==> src/rtl/alu_result_display.sv <==
// alu_result_display: output stage of the ALU mini-project.
// Holds the adder result {ovf, sign, mag[1:0]}, keeps a saturating overflow
// count and scans a 2-digit active-low 7-segment display, blinking it while
// the held result is an overflow.
module alu_result_display #(
    parameter int REFRESH_DIV = 50000,
    parameter int BLINK_DIV   = 25
) (
    input  logic       clk,
    input  logic       rst,
    input  logic       res_valid,
    input  logic [3:0] res_in,
    input  logic       clr,
    output logic [3:0] res_q,
    output logic [3:0] ovf_count,
    output logic [1:0] an,
    output logic [6:0] seg
);

    localparam int DW = (REFRESH_DIV > 1) ? $clog2(REFRESH_DIV) : 1;
    localparam int BW = (BLINK_DIV > 1) ? $clog2(BLINK_DIV) : 1;

    localparam logic [DW-1:0] DWELL_LAST = DW'(REFRESH_DIV - 1);
    localparam logic [BW-1:0] BLINK_LAST = BW'(BLINK_DIV - 1);

    // Glyphs in {g,f,e,d,c,b,a} order, active-low.
    localparam logic [6:0] GLYPH_0     = 7'b1000000;
    localparam logic [6:0] GLYPH_1     = 7'b1111001;
    localparam logic [6:0] GLYPH_2     = 7'b0100100;
    localparam logic [6:0] GLYPH_3     = 7'b0110000;
    localparam logic [6:0] GLYPH_E     = 7'b0000110;
    localparam logic [6:0] GLYPH_DASH  = 7'b0111111;
    localparam logic [6:0] GLYPH_BLANK = 7'b1111111;

    typedef enum logic [1:0] {
        ST_MAG,
        ST_BLANK1,
        ST_SGN,
        ST_BLANK2
    } state_t;

    state_t        state_q, state_d;
    logic [DW-1:0] dwell_q, dwell_d;
    logic [BW-1:0] blink_cnt_q, blink_cnt_d;
    logic          blink_on_q, blink_on_d;
    logic [3:0]    held_q, held_d;
    logic [3:0]    ovf_cnt_q, ovf_cnt_d;
    logic [1:0]    an_q, an_d;
    logic [6:0]    seg_q, seg_d;

    logic          scan_wrap;
    logic          capture_ovf;
    logic [6:0]    mag_glyph;

    assign scan_wrap   = (state_q == ST_BLANK2);
    assign capture_ovf = res_valid && !clr && res_in[3];

    // State, counters, held result and registered display outputs.
    always_ff @(posedge clk) begin
        if (rst) begin
            state_q     <= ST_MAG;
            dwell_q     <= '0;
            blink_cnt_q <= '0;
            blink_on_q  <= 1'b1;
            held_q      <= '0;
            ovf_cnt_q   <= '0;
            an_q        <= 2'b11;
            seg_q       <= GLYPH_BLANK;
        end else begin
            state_q     <= state_d;
            dwell_q     <= dwell_d;
            blink_cnt_q <= blink_cnt_d;
            blink_on_q  <= blink_on_d;
            held_q      <= held_d;
            ovf_cnt_q   <= ovf_cnt_d;
            an_q        <= an_d;
            seg_q       <= seg_d;
        end
    end

    // Scan FSM: each digit dwells REFRESH_DIV cycles, separated by 1-cycle blanks.
    always_comb begin
        state_d = state_q;
        dwell_d = dwell_q;
        case (state_q)
            ST_MAG: begin
                if (dwell_q == DWELL_LAST) begin
                    dwell_d = '0;
                    state_d = ST_BLANK1;
                end else begin
                    dwell_d = dwell_q + DW'(1);
                end
            end
            ST_BLANK1: state_d = ST_SGN;
            ST_SGN: begin
                if (dwell_q == DWELL_LAST) begin
                    dwell_d = '0;
                    state_d = ST_BLANK2;
                end else begin
                    dwell_d = dwell_q + DW'(1);
                end
            end
            ST_BLANK2: state_d = ST_MAG;
            default:   state_d = ST_MAG;
        endcase
    end

    // Blink phase: toggles every BLINK_DIV scans; a fresh overflow restarts it ON.
    always_comb begin
        blink_cnt_d = blink_cnt_q;
        blink_on_d  = blink_on_q;
        if (capture_ovf) begin
            blink_cnt_d = '0;
            blink_on_d  = 1'b1;
        end else if (scan_wrap) begin
            if (blink_cnt_q == BLINK_LAST) begin
                blink_cnt_d = '0;
                blink_on_d  = !blink_on_q;
            end else begin
                blink_cnt_d = blink_cnt_q + BW'(1);
            end
        end
    end

    // Result capture and saturating overflow count; clr wins over res_valid.
    always_comb begin
        held_d    = held_q;
        ovf_cnt_d = ovf_cnt_q;
        if (clr) begin
            held_d    = '0;
            ovf_cnt_d = '0;
        end else if (res_valid) begin
            held_d = res_in;
            if (res_in[3] && (ovf_cnt_q != 4'hF)) begin
                ovf_cnt_d = ovf_cnt_q + 4'd1;
            end
        end
    end

    // Magnitude to glyph lookup.
    always_comb begin
        mag_glyph = GLYPH_0;
        case (held_q[1:0])
            2'd0: mag_glyph = GLYPH_0;
            2'd1: mag_glyph = GLYPH_1;
            2'd2: mag_glyph = GLYPH_2;
            2'd3: mag_glyph = GLYPH_3;
            default: mag_glyph = GLYPH_0;
        endcase
    end

    // Digit enables and segments for the state being scanned right now.
    always_comb begin
        an_d  = 2'b11;
        seg_d = GLYPH_BLANK;
        case (state_q)
            ST_MAG: begin
                an_d  = 2'b10;
                seg_d = held_q[3] ? GLYPH_E : mag_glyph;
            end
            ST_SGN: begin
                an_d = 2'b01;
                // Negative zero shows no minus sign.
                if (!held_q[3] && held_q[2] && (held_q[1:0] != 2'd0)) begin
                    seg_d = GLYPH_DASH;
                end
            end
            default: begin
                an_d  = 2'b11;
                seg_d = GLYPH_BLANK;
            end
        endcase
        if (held_q[3] && !blink_on_q) begin
            an_d  = 2'b11;
            seg_d = GLYPH_BLANK;
        end
    end

    assign res_q     = held_q;
    assign ovf_count = ovf_cnt_q;
    assign an        = an_q;
    assign seg       = seg_q;

endmodule

==> config.mk <==
export PLATFORM = sky130hd
export DESIGN_NAME = alu_result_display
export DESIGN_NICKNAME = d
export VERILOG_FILES = /design/src/rtl/alu_result_display.sv
export SDC_FILE = /design/constraint.sdc
export NUM_CORES = 1
export LEC_CHECK = 0
export CAP_MARGIN = 20
export CORE_ASPECT_RATIO = 1.1
export CORE_UTILIZATION = 30
export DETAILED_ROUTE_END_ITERATION = 8
export PLACE_DENSITY = 0.61
export RECOVER_POWER = 25
export SETUP_SLACK_MARGIN = 0.2
export SLEW_MARGIN = 20
export SYNTH_ARGS = -nofsm -noshare
export SYNTH_HDL_FRONTEND = slang
export SYNTH_SLANG_ARGS = --single-unit
==> constraint.sdc <==
create_clock -name clk -period 1.8 [get_ports clk]
set_clock_uncertainty 0.1 [all_clocks]
set_input_delay 0.54 -clock clk [delete_from_list [all_inputs] [get_ports clk]]
set_output_delay 0.54 -clock clk [all_outputs]
set_load 0.02 [all_outputs]
; After elaboration in Yosys (flattened, before gate mapping)
; Index checks and enable logic that the tools add are counted.
[word_totals]
input_bits = 8
word_cells = 51
ff_bits = 41
out_inout_bits = 17
[op_classes]
eq_ne = 11
reduce_logical = 19
addsub = 3
mux = 10
[ops]
columns = cell, count
row1 = case mux 7 bit (4 select lines), 1
row2 = adder 16 x 1 -> 16 bit (second input constant), 1
row3 = equality test 16 bit (second input constant), 1
row4 = two-way mux 16 bit, 1
row5 = two-way mux 7 bit, 2
row6 = case mux 7 bit (2 select lines), 1
row7 = equality test 2 bit (second input constant), 4
row8 = case mux 2 bit (4 select lines), 1
row9 = OR reduction 2 bit, 4
row10 = logical AND 1 bit, 6
row11 = AND reduction 2 bit, 3
row12 = adder 5 x 1 -> 5 bit (second input constant), 1
row13 = equality test 5 bit (second input constant), 1
row14 = two-way mux 5 bit, 1
row15 = adder 4 x 1 -> 4 bit (second input constant), 1
row16 = equality test 2 x 1 -> 1 bit (second input constant), 2
row17 = zero test 2 bit, 2
row18 = two-way mux 2 bit, 2
row19 = != test 2 bit (second input constant), 2
row20 = != test 4 bit (second input constant), 1
row21 = case mux 2 bit (2 select lines), 1
row22 = zero test 1 bit, 3
row23 = nonzero test 2 bit, 1

; Depth between registers and ports, before layout
[depth]
depth_word = 5
depth_mapped = 7
mapped_depth_nobuf = 6

; Worst setup path before layout
; No wires, ideal clock.
[synth_timing]
path_type = flip-flop to flip-flop
startpoint = register state_q[0]
endpoint = register dwell_q[15]
stages_incl_launch_ff = 7
period_less_slack_ns = 1.912
path_slack_ns = -0.112
n_path_buf = 0
setup_ns = 0.070
arrival_time_ns = 1.742
path_cell_list = dfxtp_1 > inv_1 > ha_1 > o211ai_1 > or4_1 > or3_1 > a21oi_1
[synth_between]
elab_chain_len = 2
elab_cells_between_ends = 3
cone_classes = eq/ne: 1 / reduce/logical: 2
[synth_lines]
columns = item, line_no
row1 = from (decl), 42  ; state_t state_q, state_d;
row2 = from (signal assigned), 70  ; state_q <= state_d;
row3 = equality test 2 bit or zero test 2 bit (tied branches), 85  ; case (state_q)
row4 = OR reduction 2 bit (no source line) *, n/a
row5 = to (signal assigned), 71  ; dwell_q <= dwell_d;
row6 = to (decl), 43  ; logic [DW-1:0] dwell_q, dwell_d;
; Every way passes the cells marked *; elsewhere a longest branch is shown, timed or not.
; A chain may end at the register's enable or synchronous reset.

; Final worst setup path
[layout_timing]
startpoint = register state_q[1]
endpoint = register dwell_q[15]
; The elaborated chain is that of the path after synthesis.

==> run_results.csv <==
group,metric,value,unit
status,status,"completed",
timing,whs,411.2,ps
worst_setup_path,crit_family,"simple AND/OR/NAND/NOR gates",
routing,drc,0,
grt,grt.total_usage,14.36,%
grt,grt_pass1_vias,1624,
timing,drv_slew,0,
clock_network,cts_inserted_buffers,5,
floorplan,core-area,5842,um^2
clock_network,cts_buffer_depth,2,
placed_design,dpl_cell_area,2411,um^2
timing,tightestPinTransition,289.4,ps
clock_network,htree_levels,2,
placed_design,io_buffer_count,24,
logic_synthesis,synth-seq-cells,40,
timing,setup_viol,0,
floorplan,start_util,31.48,%
routing,vias_per_cell,4.804,
logic_synthesis,avgSynthCellArea,8.885,um^2
power,power_leakage,1.081,nW
logic_synthesis,synth-edff-count,0,
clock_network,cts_tree,"built",
routing,drt_iter0_drc,73,
power,power.density,664.7,nW/um^2
cells_and_area,n_fill_cell,549,
routing,routedWlPerCell,12.34,um
clock_network,clk_pin_slew,80,ps
timing,timing.slew.headroom,80.54,%
worst_setup_path,crit_buf_inv,1,
logic_synthesis,synth_fp_nets,224,
placed_design,gp_routability_congestion,0.8339,
power,ir_drop,263.8,uV
timing,fin_crit,1755,ps
logic_synthesis,yosysSeqAreaShare,43.54,%
worst_setup_path,worstSetupStartpointType,"flop",
clock_network,clk_latency,290,ps
cells_and_area,diodes,0,
routing,first_pass_iters,5,
grt,grt_max_degree,13,
logic_synthesis,synth_area,1839,um^2
logic_synthesis,yosysUniqueCellTypes,37,
cells_and_area,layoutNonFillerInstCount,347,
grt,grt_first_pass_wirelength,7334,um
logic_synthesis,ys_warn_count,0,
job,maxCapViolCount,0,
worst_setup_path,slowest_delay,430,ps
placed_design,dp.cells,333,
floorplan,fp.dieW,76.66,um
logic_synthesis,synthArstFlopShare,0,%
routing,antenna_left,0,
routing,num_vias,1667,
logic_synthesis,synthCells,207,
placed_design,dp_hpwl,3083,um
worst_setup_path,worstPathRequired,1930,ps
floorplan,ios,25,
cells_and_area,postLayoutCellArea,2703,um^2
worst_setup_path,path_class,"flop to flop",
timing,fmax,569.9,MHz
hold_path,hold_path.class,"flop to flop",
worst_setup_path,cp_slowest_cell,"or4_1",
logic_synthesis,ys.flop_type,"dfxtp_1",
floorplan,num_rows,29,
floorplan,die_y,84.12,um
cells_and_area,area_growth_syn_to_layout,46.94,%
cells_and_area,final_nets,286,
clock_network,clockRootBuffer,"clkbuf_8",
worst_setup_path,crit_path_max_fanout,3,
grt,grt_overflow_total,0,
worst_setup_path,cp.arrival,1880,ps
worst_setup_path,cp-end-kind,"flop",
timing,finalCritPeriodShare,97.48,%
floorplan,die-area,6448,um^2
timing,hold_violations,0,
timing,grt_setup_unrepaired,"true",
grt,antenna_found_initial,0,
clock_network,clkSinkCount,40,
worst_setup_path,crit_chain,"inv_4, ha_4, o211ai_1, or4_1, or3_1, a21oi_1",
routing,totalWireLength,4281,um
cells_and_area,drive_gt1_share,29.63,%
## cell usage in the layout (no fill, tap or decap), types with 3 or more instances in the layout
master,n
nand4_1,13
clkdlybuf4s15_1,6
dfxtp_2,6
nand3_1,11
dfxtp_1,32
clkbuf_8,5
nor2b_1,3
clkdlybuf4s50_1,5
ha_4,3
nor2_1,23
clkbuf_2,3
xor2_1,9
xnor2_1,8
clkbuf_1,6
nor4_4,3
a21oi_1,5
mux2i_1,5
inv_1,7
buf_4,31
nand2b_1,6
dlygate4sd2_1,3
o21ai_0,5
ha_1,6
nand2_1,15
## registers in the layout (all words and copies together) (netlist names)
signal / flops
ovf_count: 4
an: 2
blink_on_q: 1
res_q: 4
seg: 6
blink_cnt_q: 5
state_q: 2
dwell_q: 16
## layout make-up
type                       count  area (um^2)  area share (%)
clock buffer                   6        72.57           2.685
clock inverter                 2        35.03           1.296
sequential                    40        815.8           30.19
tap                           77        96.34           3.565
multi-input combinational    151         1149           42.50
inverter                       9        38.79           1.435
timing repair buffer          62        495.5           18.33
## report_power, final
group / switching [mW] / internal (mW)
Combinational: 0.0823 / 0.0788
Sequential: 0.0114 / 0.903
Clock: 0.310 / 0.411
Total: 0.403 / 1.39
## synth_stat cells, drive strengths merged (2+ instances only)
master	n	area [um^2]
nor4	6	37.54
and4	2	18.77
nand2b	6	37.54
nor2	25	93.84
buf	2	12.51
xor2	9	78.83
nor3b	2	15.01
a21oi	6	30.03
nor4bb	2	20.02
or3	3	18.77
nor2b	3	18.77
nand2	15	56.30
ha	9	112.6
nor3	4	20.02
dfxtp	40	800.8
xnor2	8	70.07
o211ai	2	15.01
nand4	14	93.84
mux2i	5	50.05
inv	9	33.78
nand3	11	55.05
clkbuf	5	18.77
o21ai	7	35.03
or2	2	12.51
## logic make-up after synthesis
logic type,synth area share (%)
buffers and inverters,3.537
xor gates and xnor gates,8.096
DFF,43.54
adders and majority gates,6.123
AOI/OAI and AO/OA,7.143
muxes,2.721
and+or+nand+nor,28.84
## per-stage QoR
| stage | power (mW) | utilization (%) | setup TNS, ps | worst slack [ps] |
|---|---|---|---|---|
| detailed placement | 1.098 | 41.27 | -2235 | -111.9 |
| floorplan | 1.010 | - | 0 | 82.91 |
| CTS | 1.815 | 45.13 | 0 | 18.31 |
| global route | 1.877 | 46.26 | -13.60 | -13.60 |
| finish | 1.796 | 46.26 | 0 | 45.40 |
| global placement | 1.097 | 41.27 | -2156 | -119.8 |
## what timing repair did
action,CTS,global route
gates resized for setup,53,33
hold buffers,0,0
setup endpoints to repair,32,44
buffers inserted,4,2
cloned,0,0
pin swaps,5,11
## worst register-to-register path, cell delays in order (launching register included)
cell	delay (ps)
dfxtp_4	370
inv_4	60
ha_4	120
o211ai_1	140
or4_1	430
or3_1	330
a21oi_1	130
## final timing paths
path	from	to	slack (ps)	cells after the start
max	state_q[1]	dwell_q[15]	50	6
min	blink_on_q	blink_on_q	410	2
max reg2reg	state_q[1]	dwell_q[15]	50	6
min reg2reg	blink_on_q	blink_on_q	410	2
## layer usage
metal	vias to the layer above	track usage [%]	part of all wire [%]
met4	0	6.119	1.6
met2	30	24.24	49
li1	852	-	-
met5	-	0	0
met1	778	17.41	46
met3	7	3.388	3.5
No activity file was read; power rests on OpenSTA's default activity.
